<file path="src/rtl/y86_pkg.sv">
// Shared Y86-64 encodings, E/M pipeline-register layouts and ALU operation codes.
// Pure declarations with no latency. There is no backpressure here.
package y86_pkg;

    localparam int WORD_W = 64;
    localparam int REG_W  = 4;

    localparam logic [3:0] I_HALT   = 4'h0;
    localparam logic [3:0] I_NOP    = 4'h1;
    localparam logic [3:0] I_RRMOVQ = 4'h2;
    localparam logic [3:0] I_IRMOVQ = 4'h3;
    localparam logic [3:0] I_RMMOVQ = 4'h4;
    localparam logic [3:0] I_MRMOVQ = 4'h5;
    localparam logic [3:0] I_OPQ    = 4'h6;
    localparam logic [3:0] I_JXX    = 4'h7;
    localparam logic [3:0] I_CALL   = 4'h8;
    localparam logic [3:0] I_RET    = 4'h9;
    localparam logic [3:0] I_PUSHQ  = 4'hA;
    localparam logic [3:0] I_POPQ   = 4'hB;

    localparam logic [3:0] RNONE = 4'hF;

    localparam logic [3:0] F_ADD = 4'h0;
    localparam logic [3:0] F_SUB = 4'h1;
    localparam logic [3:0] F_AND = 4'h2;
    localparam logic [3:0] F_XOR = 4'h3;

    localparam logic [3:0] C_ALWAYS = 4'h0;
    localparam logic [3:0] C_LE     = 4'h1;
    localparam logic [3:0] C_L      = 4'h2;
    localparam logic [3:0] C_E      = 4'h3;
    localparam logic [3:0] C_NE     = 4'h4;
    localparam logic [3:0] C_GE     = 4'h5;
    localparam logic [3:0] C_G      = 4'h6;

    localparam int E_W          = 217;
    localparam int E_STAT       = 216;
    localparam int E_ICODE_LSB  = 212;
    localparam int E_IFUN_LSB   = 208;
    localparam int E_VALC_LSB   = 144;
    localparam int E_VALA_LSB   = 80;
    localparam int E_VALB_LSB   = 16;
    localparam int E_DSTE_LSB   = 12;
    localparam int E_DSTM_LSB   = 8;
    localparam int E_SRCA_LSB   = 4;
    localparam int E_SRCB_LSB   = 0;

    localparam int M_W          = 145;
    localparam int M_STAT       = 144;
    localparam int M_ICODE_LSB  = 140;
    localparam int M_CND        = 139;
    localparam int M_VALE_LSB   = 75;
    localparam int M_VALA_LSB   = 11;
    localparam int M_DSTE_LSB   = 7;
    localparam int M_DSTM_LSB   = 3;

    typedef enum logic [2:0] {
        ALU_ADD,
        ALU_SUB,
        ALU_AND,
        ALU_XOR,
        ALU_ZERO
    } alu_op_e;

    typedef struct packed {
        logic              stat;
        logic [REG_W-1:0]  icode;
        logic [REG_W-1:0]  ifun;
        logic [WORD_W-1:0] val_c;
        logic [WORD_W-1:0] val_a;
        logic [WORD_W-1:0] val_b;
        logic [REG_W-1:0]  dst_e;
        logic [REG_W-1:0]  dst_m;
        logic [REG_W-1:0]  src_a;
        logic [REG_W-1:0]  src_b;
    } e_reg_t;

    typedef struct packed {
        logic              stat;
        logic [REG_W-1:0]  icode;
        logic              cnd;
        logic [WORD_W-1:0] val_e;
        logic [WORD_W-1:0] val_a;
        logic [REG_W-1:0]  dst_e;
        logic [REG_W-1:0]  dst_m;
        logic [2:0]        rsvd;
    } m_reg_t;

    function automatic m_reg_t m_bubble();
        m_reg_t b;
        b       = '0;
        b.icode = I_NOP;
        b.dst_e = RNONE;
        b.dst_m = RNONE;
        return b;
    endfunction

endpackage

</file>
<file path="src/rtl/y86_execute_stage_if.sv">
// Decode->execute->memory bundle: E register and stall flags in, forwarding and M register out.
// No storage, so no latency. There is no backpressure; the pipeline advances every clock.
interface y86_execute_stage_if;
    logic [216:0] exec_rgstr;
    logic         W_stat;
    logic         m_stat;
    logic [63:0]  e_valE;
    logic [3:0]   e_dstE;
    logic [144:0] M;

    modport slave (
        input  exec_rgstr,
        input  W_stat,
        input  m_stat,
        output e_valE,
        output e_dstE,
        output M
    );

    modport master (
        output exec_rgstr,
        output W_stat,
        output m_stat,
        input  e_valE,
        input  e_dstE,
        input  M
    );
endinterface

</file>
<file path="src/rtl/y86_alu.sv">
// 64-bit Y86 ALU computing b op a, with zero/sign/overflow flags for the result.
// Purely combinational with zero latency. It has no backpressure.
module y86_alu
    import y86_pkg::*;
(
    input  logic [WORD_W-1:0] alu_a,
    input  logic [WORD_W-1:0] alu_b,
    input  alu_op_e           alu_op,
    output logic [WORD_W-1:0] alu_res,
    output logic              alu_zf,
    output logic              alu_sf,
    output logic              alu_of
);

    always_comb begin
        alu_res = '0;
        alu_of  = 1'b0;
        unique case (alu_op)
            ALU_ADD: begin
                alu_res = alu_b + alu_a;
                alu_of  = (alu_a[WORD_W-1] == alu_b[WORD_W-1]) &&
                          (alu_res[WORD_W-1] != alu_b[WORD_W-1]);
            end
            ALU_SUB: begin
                alu_res = alu_b - alu_a;
                alu_of  = (alu_a[WORD_W-1] != alu_b[WORD_W-1]) &&
                          (alu_res[WORD_W-1] != alu_b[WORD_W-1]);
            end
            ALU_AND: alu_res = alu_b & alu_a;
            ALU_XOR: alu_res = alu_b ^ alu_a;
            default: alu_res = '0;
        endcase
        alu_zf = (alu_res == '0);
        alu_sf = alu_res[WORD_W-1];
    end

endmodule

</file>
<file path="src/rtl/y86_execute_stage.sv">
// Y86-64 execute stage: ALU, condition codes, cnd, forwarding, M register (EXEC_CC_PORT_EN exposes cc_out).
// e_valE/e_dstE have zero latency; M and CC update one clk after E.
// There is no backpressure; a new E register is accepted every clk.
module y86_execute_stage
    import y86_pkg::*;
(
    input  logic                 clk,
    input  logic                 rst_n,
    y86_execute_stage_if.slave   ex
`ifdef EXEC_CC_PORT_EN
    ,
    output logic [2:0]           cc_out
`endif
);

    e_reg_t            e;
    logic [WORD_W-1:0] alu_a;
    logic [WORD_W-1:0] alu_b;
    alu_op_e           alu_op;
    logic [WORD_W-1:0] alu_res;
    logic              alu_zf;
    logic              alu_sf;
    logic              alu_of;
    logic [2:0]        cc_q;
    logic [2:0]        cc_d;
    logic              cc_zf;
    logic              cc_sf;
    logic              cc_of;
    logic              cnd;
    logic [REG_W-1:0]  dst_e;
    m_reg_t            m_q;
    m_reg_t            m_d;
    logic              unused_src;

    assign e          = e_reg_t'(ex.exec_rgstr);
    assign unused_src = ^{e.src_a, e.src_b};

    always_comb begin
        alu_a  = '0;
        alu_b  = '0;
        alu_op = ALU_ZERO;
        unique case (e.icode)
            I_OPQ: begin
                alu_a = e.val_a;
                alu_b = e.val_b;
                unique case (e.ifun)
                    F_ADD:   alu_op = ALU_ADD;
                    F_SUB:   alu_op = ALU_SUB;
                    F_AND:   alu_op = ALU_AND;
                    F_XOR:   alu_op = ALU_XOR;
                    default: alu_op = ALU_ZERO;
                endcase
            end
            I_RRMOVQ: begin
                alu_a  = e.val_a;
                alu_op = ALU_ADD;
            end
            I_IRMOVQ: begin
                alu_a  = e.val_c;
                alu_op = ALU_ADD;
            end
            I_RMMOVQ, I_MRMOVQ: begin
                alu_a  = e.val_c;
                alu_b  = e.val_b;
                alu_op = ALU_ADD;
            end
            I_PUSHQ, I_CALL: begin
                alu_a  = 64'd8;
                alu_b  = e.val_b;
                alu_op = ALU_SUB;
            end
            I_POPQ, I_RET: begin
                alu_a  = 64'd8;
                alu_b  = e.val_b;
                alu_op = ALU_ADD;
            end
            default: alu_op = ALU_ZERO;
        endcase
    end

    y86_alu u_alu (
        .alu_a   (alu_a),
        .alu_b   (alu_b),
        .alu_op  (alu_op),
        .alu_res (alu_res),
        .alu_zf  (alu_zf),
        .alu_sf  (alu_sf),
        .alu_of  (alu_of)
    );

    assign cc_zf = cc_q[2];
    assign cc_sf = cc_q[1];
    assign cc_of = cc_q[0];

    // cnd looks at the flags before this instruction's own update.
    always_comb begin
        cnd = 1'b0;
        if (e.icode == I_RRMOVQ || e.icode == I_JXX) begin
            unique case (e.ifun)
                C_ALWAYS: cnd = 1'b1;
                C_LE:     cnd = (cc_sf ^ cc_of) | cc_zf;
                C_L:      cnd = cc_sf ^ cc_of;
                C_E:      cnd = cc_zf;
                C_NE:     cnd = ~cc_zf;
                C_GE:     cnd = ~(cc_sf ^ cc_of);
                C_G:      cnd = ~(cc_sf ^ cc_of) & ~cc_zf;
                default:  cnd = 1'b0;
            endcase
        end
    end

    // An exception anywhere downstream freezes CC so the faulting state stays architectural.
    always_comb begin
        cc_d = cc_q;
        if (e.icode == I_OPQ && !e.stat && !ex.m_stat && !ex.W_stat) begin
            cc_d = {alu_zf, alu_sf, alu_of};
        end
    end

    assign dst_e = (e.icode == I_RRMOVQ && !cnd) ? RNONE : e.dst_e;

    always_comb begin
        m_d       = '0;
        m_d.stat  = e.stat;
        m_d.icode = e.icode;
        m_d.cnd   = cnd;
        m_d.val_e = alu_res;
        m_d.val_a = e.val_a;
        m_d.dst_e = dst_e;
        m_d.dst_m = e.dst_m;
    end

    always_ff @(posedge clk or negedge rst_n) begin
        if (!rst_n) begin
            cc_q <= 3'b100;
            m_q  <= m_bubble();
        end else begin
            cc_q <= cc_d;
            m_q  <= m_d;
        end
    end

    assign ex.e_valE = alu_res;
    assign ex.e_dstE = dst_e;
    assign ex.M      = m_q;

`ifdef EXEC_CC_PORT_EN
    assign cc_out = cc_q;
`endif

endmodule

</file>
<file path="src/flat_wrapper.sv">
// flat-port wrapper written by rule: the top's interface ports become plain ports
module y86_execute_stage_flat import y86_pkg::*;
  (clk, rst_n, ex_exec_rgstr, ex_W_stat, ex_m_stat, ex_e_valE, ex_e_dstE, ex_M);
  y86_execute_stage_if ex_i ();
  input  logic clk;
  input  logic rst_n;
  input wire logic [$bits(ex_i.exec_rgstr)-1:0] ex_exec_rgstr;
  input wire logic [$bits(ex_i.W_stat)-1:0] ex_W_stat;
  input wire logic [$bits(ex_i.m_stat)-1:0] ex_m_stat;
  output wire logic [$bits(ex_i.e_valE)-1:0] ex_e_valE;
  output wire logic [$bits(ex_i.e_dstE)-1:0] ex_e_dstE;
  output wire logic [$bits(ex_i.M)-1:0] ex_M;
  assign ex_i.exec_rgstr = ex_exec_rgstr;
  assign ex_i.W_stat = ex_W_stat;
  assign ex_i.m_stat = ex_m_stat;
  assign ex_e_valE = ex_i.e_valE;
  assign ex_e_dstE = ex_i.e_dstE;
  assign ex_M = ex_i.M;
  y86_execute_stage u_core (.clk(clk), .rst_n(rst_n), .ex(ex_i));
endmodule
</file>
<file path="config.mk">
export PLATFORM = sky130hd
export DESIGN_NAME = y86_execute_stage_flat
export DESIGN_NICKNAME = d
export VERILOG_FILES = /design/src/rtl/y86_pkg.sv /design/src/rtl/y86_execute_stage_if.sv /design/src/rtl/y86_alu.sv /design/src/rtl/y86_execute_stage.sv /design/src/flat_wrapper.sv
export SDC_FILE = /design/constraint.sdc
export NUM_CORES = 1
export LEC_CHECK = 0
export ABC_CLOCK_PERIOD_IN_PS = 13400
export CORE_UTILIZATION = 40
export CTS_CLUSTER_DIAMETER = 120
export CTS_CLUSTER_SIZE = 14
export DETAILED_ROUTE_END_ITERATION = 12
export PLACE_DENSITY_LB_ADDON = 0.2
export SKIP_CTS_REPAIR_TIMING = 1
export SYNTH_ARGS = -nofsm -noshare
export SYNTH_HDL_FRONTEND = slang
export SYNTH_SLANG_ARGS = --single-unit
</file>
<file path="constraint.sdc">
create_clock -name clk -period 13.4 [get_ports clk]
set_input_delay 2.68 -clock clk [delete_from_list [all_inputs] [get_ports clk]]
set_output_delay 2.68 -clock clk [all_outputs]
set_load 0.01 [all_outputs]
</file>
==> results.json <==
{
  "pwr-share-clk": 0.254,
  "fin_area_mm2": 0.0211,
  "drive_gt1_frac": 0.0555,
  "finalCritPeriodShare": 0.925,
  "holdCritPathClass": "register to register",
  "synth_xor_area_frac": 0.0161,
  "cp.arrival_ns": 9.71,
  "fp.dieArea_mm2": 0.0402,
  "maxCapViolCount": 0,
  "totalWireLength_um": 77700,
  "worstMarginPinSlew_ns": 1.24,
  "drtAntennaViolNets": 0,
  "clockBufferDepth": 2,
  "p_sw_frac": 0.421,
  "port_buffers": 422,
  "p_total_w": 0.00201,
  "drc": 0,
  "grt_pass1_vias": 18044,
  "seqPwrFrac": 0.248,
  "combinationalPowerShare": 0.499,
  "worst-path-buf-inv": 3,
  "reg2regPathDepth": 8,
  "start_kind": "input pin",
  "reg2reg_to": "u_core.ex.M[7]",
  "grt.total_usage": 0.376,
  "drtIter0Drc": 1997,
  "async_flop_share": 1.00,
  "h-tree-depth": 4,
  "rsz0062_at_grt": "no",
  "whs_path_depth": 2,
  "cts_buffers": 17,
  "start_util": 0.407,
  "syn_area_per_cell_um2": 7.43,
  "dr.pass1.iters": 6,
  "vias_per_cell": 6.36,
  "synth_simple_gate_area_frac": 0.244,
  "clock_latency_ns": 0.48,
  "grt_max_degree": 74,
  "clock-sinks": 145,
  "slowest_delay_ns": 0.84,
  "wl_per_cell_um": 25.9,
  "max_freq_mhz": 80.7,
  "timing_hold_violations_final": 0,
  "crit_chain": "clkdlybuf4s50_1 -> nand2_1 -> or2_2 -> a21oi_4 -> a22oi_1 -> ha_1 -> inv_1 -> a21oi_1 -> o311ai_0 -> o21bai_1 -> a31oi_1 -> o21ai_1 -> o32a_1 -> o211ai_1 -> a21oi_1 -> o21ba_2 -> o211a_1 -> o22ai_1 -> clkdlybuf4s50_1",
  "std_cell_rows": 72,
  "post-place-ws_ns": 1.08,
  "p_int_w": 0.00116,
  "max_slew_margin": 0.168,
  "core-area_mm2": 0.0387,
  "synthAdderAreaFrac": 0.105,
  "die_h_um": 201,
  "status": "finished clean",
  "period_minus_slack_ns": 12.39,
  "synth_compound_area_frac": 0.326,
  "placed_cell_area_mm2": 0.0205,
  "hp-start": "u_core.cc_q[2]",
  "p_per_area_mw_per_mm2": 95.3,
  "setup_tns_ns": 0,
  "synth.mux.area_fraction": 0.00912,
  "fin_skew_ns": 0.00613,
  "synth_top_family_by_area": "compound AO/OA/AOI/OAI gates",
  "p_leak_nw": 9.03,
  "ff2ff_setup_slack_ns": 11.79,
  "nNetsFinal": 2824,
  "power_switching_w": 0.000846,
  "antennaDiodeCount": 0,
  "dp_hpwl_um": 60500,
  "finalSetupViolCount": 0,
  "clk_pin_slew_ns": 0.07,
  "crit_cells": 19,
  "min_to": "u_core.cc_q[2]",
  "seq_area_mm2": 0.00364,
  "worstPathRequired_ns": 10.72,
  "critPathMaxFanout": 21,
  "cpLargestDelayFamily": "compound AO/OA/AOI/OAI gates",
  "rr_startpoint": "u_core.cc_q[0]",
  "grt_pass1_wl_um": 114000,
  "path_class": "input pin to output port",
  "dr_total_vias": 19100,
  "slew_violations": 0,
  "place_congestion": 1.01,
  "synth.distinct_cells": 99,
  "cts_tree": "done",
  "grt_overflow": 0,
  "ys.flop_type": "dfrtp_1",
  "yosysSeqAreaShare": 0.231,
  "die_w_um": 201,
  "syn_area_mm2": 0.0158,
  "ys_warn_count": 0,
  "synthCells": 2124,
  "cp-end-kind": "output port",
  "syn_to_final_growth_pct": 33.5,
  "multi_input_area_mm2": 0.0111,
  "postLayoutSetupSlackWorst_ns": 1.01,
  "synth_edf_count": 0,
  "antenna_found_initial": 2,
  "cpMaxStageDelayCell": "o311ai_0",
  "final_util": 0.544,
  "vdd_drop_max_mv": 0.0980,
  "ys_seq_elements": 145,
  "num_io_pins": 434,
  "root_buffer": "clkbuf_16",
  "fillers": 3751
}
==> power by group through the flow <==
stage | logic, W | registers, W | clock network, W
finish | 0.00100 | 0.000498 | 0.000509
global route | 0.00106 | 0.000502 | 0.000534
CTS | 0.000980 | 0.000498 | 0.000516
detailed placement | 0.000975 | 0.000507 | 0
global placement | 0.000970 | 0.000505 | 0
floorplan | 0.000496 | 0.000531 | 0
==> registers in the layout, indices dropped and copies added (netlist names) <==
signal       flops
u_core.cc_q      3
u_core.ex.M    142
==> area by class of cell <==
type                       count  area share
timing repair buffer         464       0.216
clock inverter                14     0.00784
tap                          518      0.0308
clock buffer                  18      0.0208
sequential                   145       0.173
multi-input combinational   1706       0.527
inverter                     139      0.0248
==> how the worst max path moves through the flow <==
stage	end	start
floorplan	ex_e_valE[62]	ex_exec_rgstr[214]
global placement	ex_e_valE[62]	ex_exec_rgstr[212]
detailed placement	ex_e_valE[62]	ex_exec_rgstr[212]
CTS	ex_e_valE[62]	ex_exec_rgstr[212]
global route	ex_e_valE[62]	ex_exec_rgstr[212]
finish	ex_e_valE[62]	ex_exec_rgstr[212]
==> placed cells by master, fill, tap and decap left out, types with 52 or more instances in the layout <==
cell type	Yosys	final
a21oi_1	205	203
a22oi_1	69	69
clkdlybuf4s50_1	0	421
dfrtp_1	135	135
ha_1	128	128
inv_1	138	138
nand2_1	177	177
nand3_1	55	55
nor2_1	197	196
nor2b_1	90	90
nor3_1	53	52
o21ai_0	130	130
==> cell usage after synthesis (14+ instances only) <==
cell      count  area share
a211oi_1     25       0.012
a21o_1       19      0.0090
a21oi_1     205       0.065
a221oi_1     22       0.012
a22oi_1      69       0.033
a31oi_1      29       0.011
buf_2        19      0.0060
clkbuf_1    101       0.024
dfrtp_1     135        0.21
ha_1        128        0.10
inv_1       138       0.033
nand2_1     177       0.042
nand2b_1     18      0.0071
nand3_1      55       0.017
nand4_1      39       0.015
nor2_1      197       0.047
nor2b_1      90       0.036
nor3_1       53       0.017
nor4_1       35       0.014
o211ai_1     35       0.017
o21a_1       14      0.0067
o21ai_0     130       0.041
o21bai_1     23       0.011
o221ai_1     15      0.0083
o31ai_1      29       0.014
or3_1        14      0.0056
or4_1        14      0.0067
xnor2_1      27       0.015
==> worst min-delay path, cell delays in order (launching register included) <==
cell and delay, ns:
dfstp_2 0.38, nand2_1 0.07, o31ai_2 0.07
==> through the flow <==
stage,hold WS [ns],std cells
2_1_floorplan,0.470,2126
3_3_place_gp,0.493,2972
3_5_place_dp,0.495,2972
4_1_cts,0.525,3004
5_1_grt,0.555,3004
6_report,0.526,3004
==> metal layers <==
metal | GRT usage | share of wire
met3 | 0.0758 | 0.095
met1 | 0.502 | 0.42
met5 | 0 | 0.00019
met2 | 0.590 | 0.44
met4 | 0.160 | 0.043
==> cells by family after synthesis <==
logic type | count (synthesis)
and+or+nand+nor | 766
AOI/OAI and AO/OA | 763
buffers and inverters | 275
DFF | 145
adders and majority gates | 131
xor gates and xnor gates | 29
muxes | 14
other | 1
(Power assumes the default switching activity.)
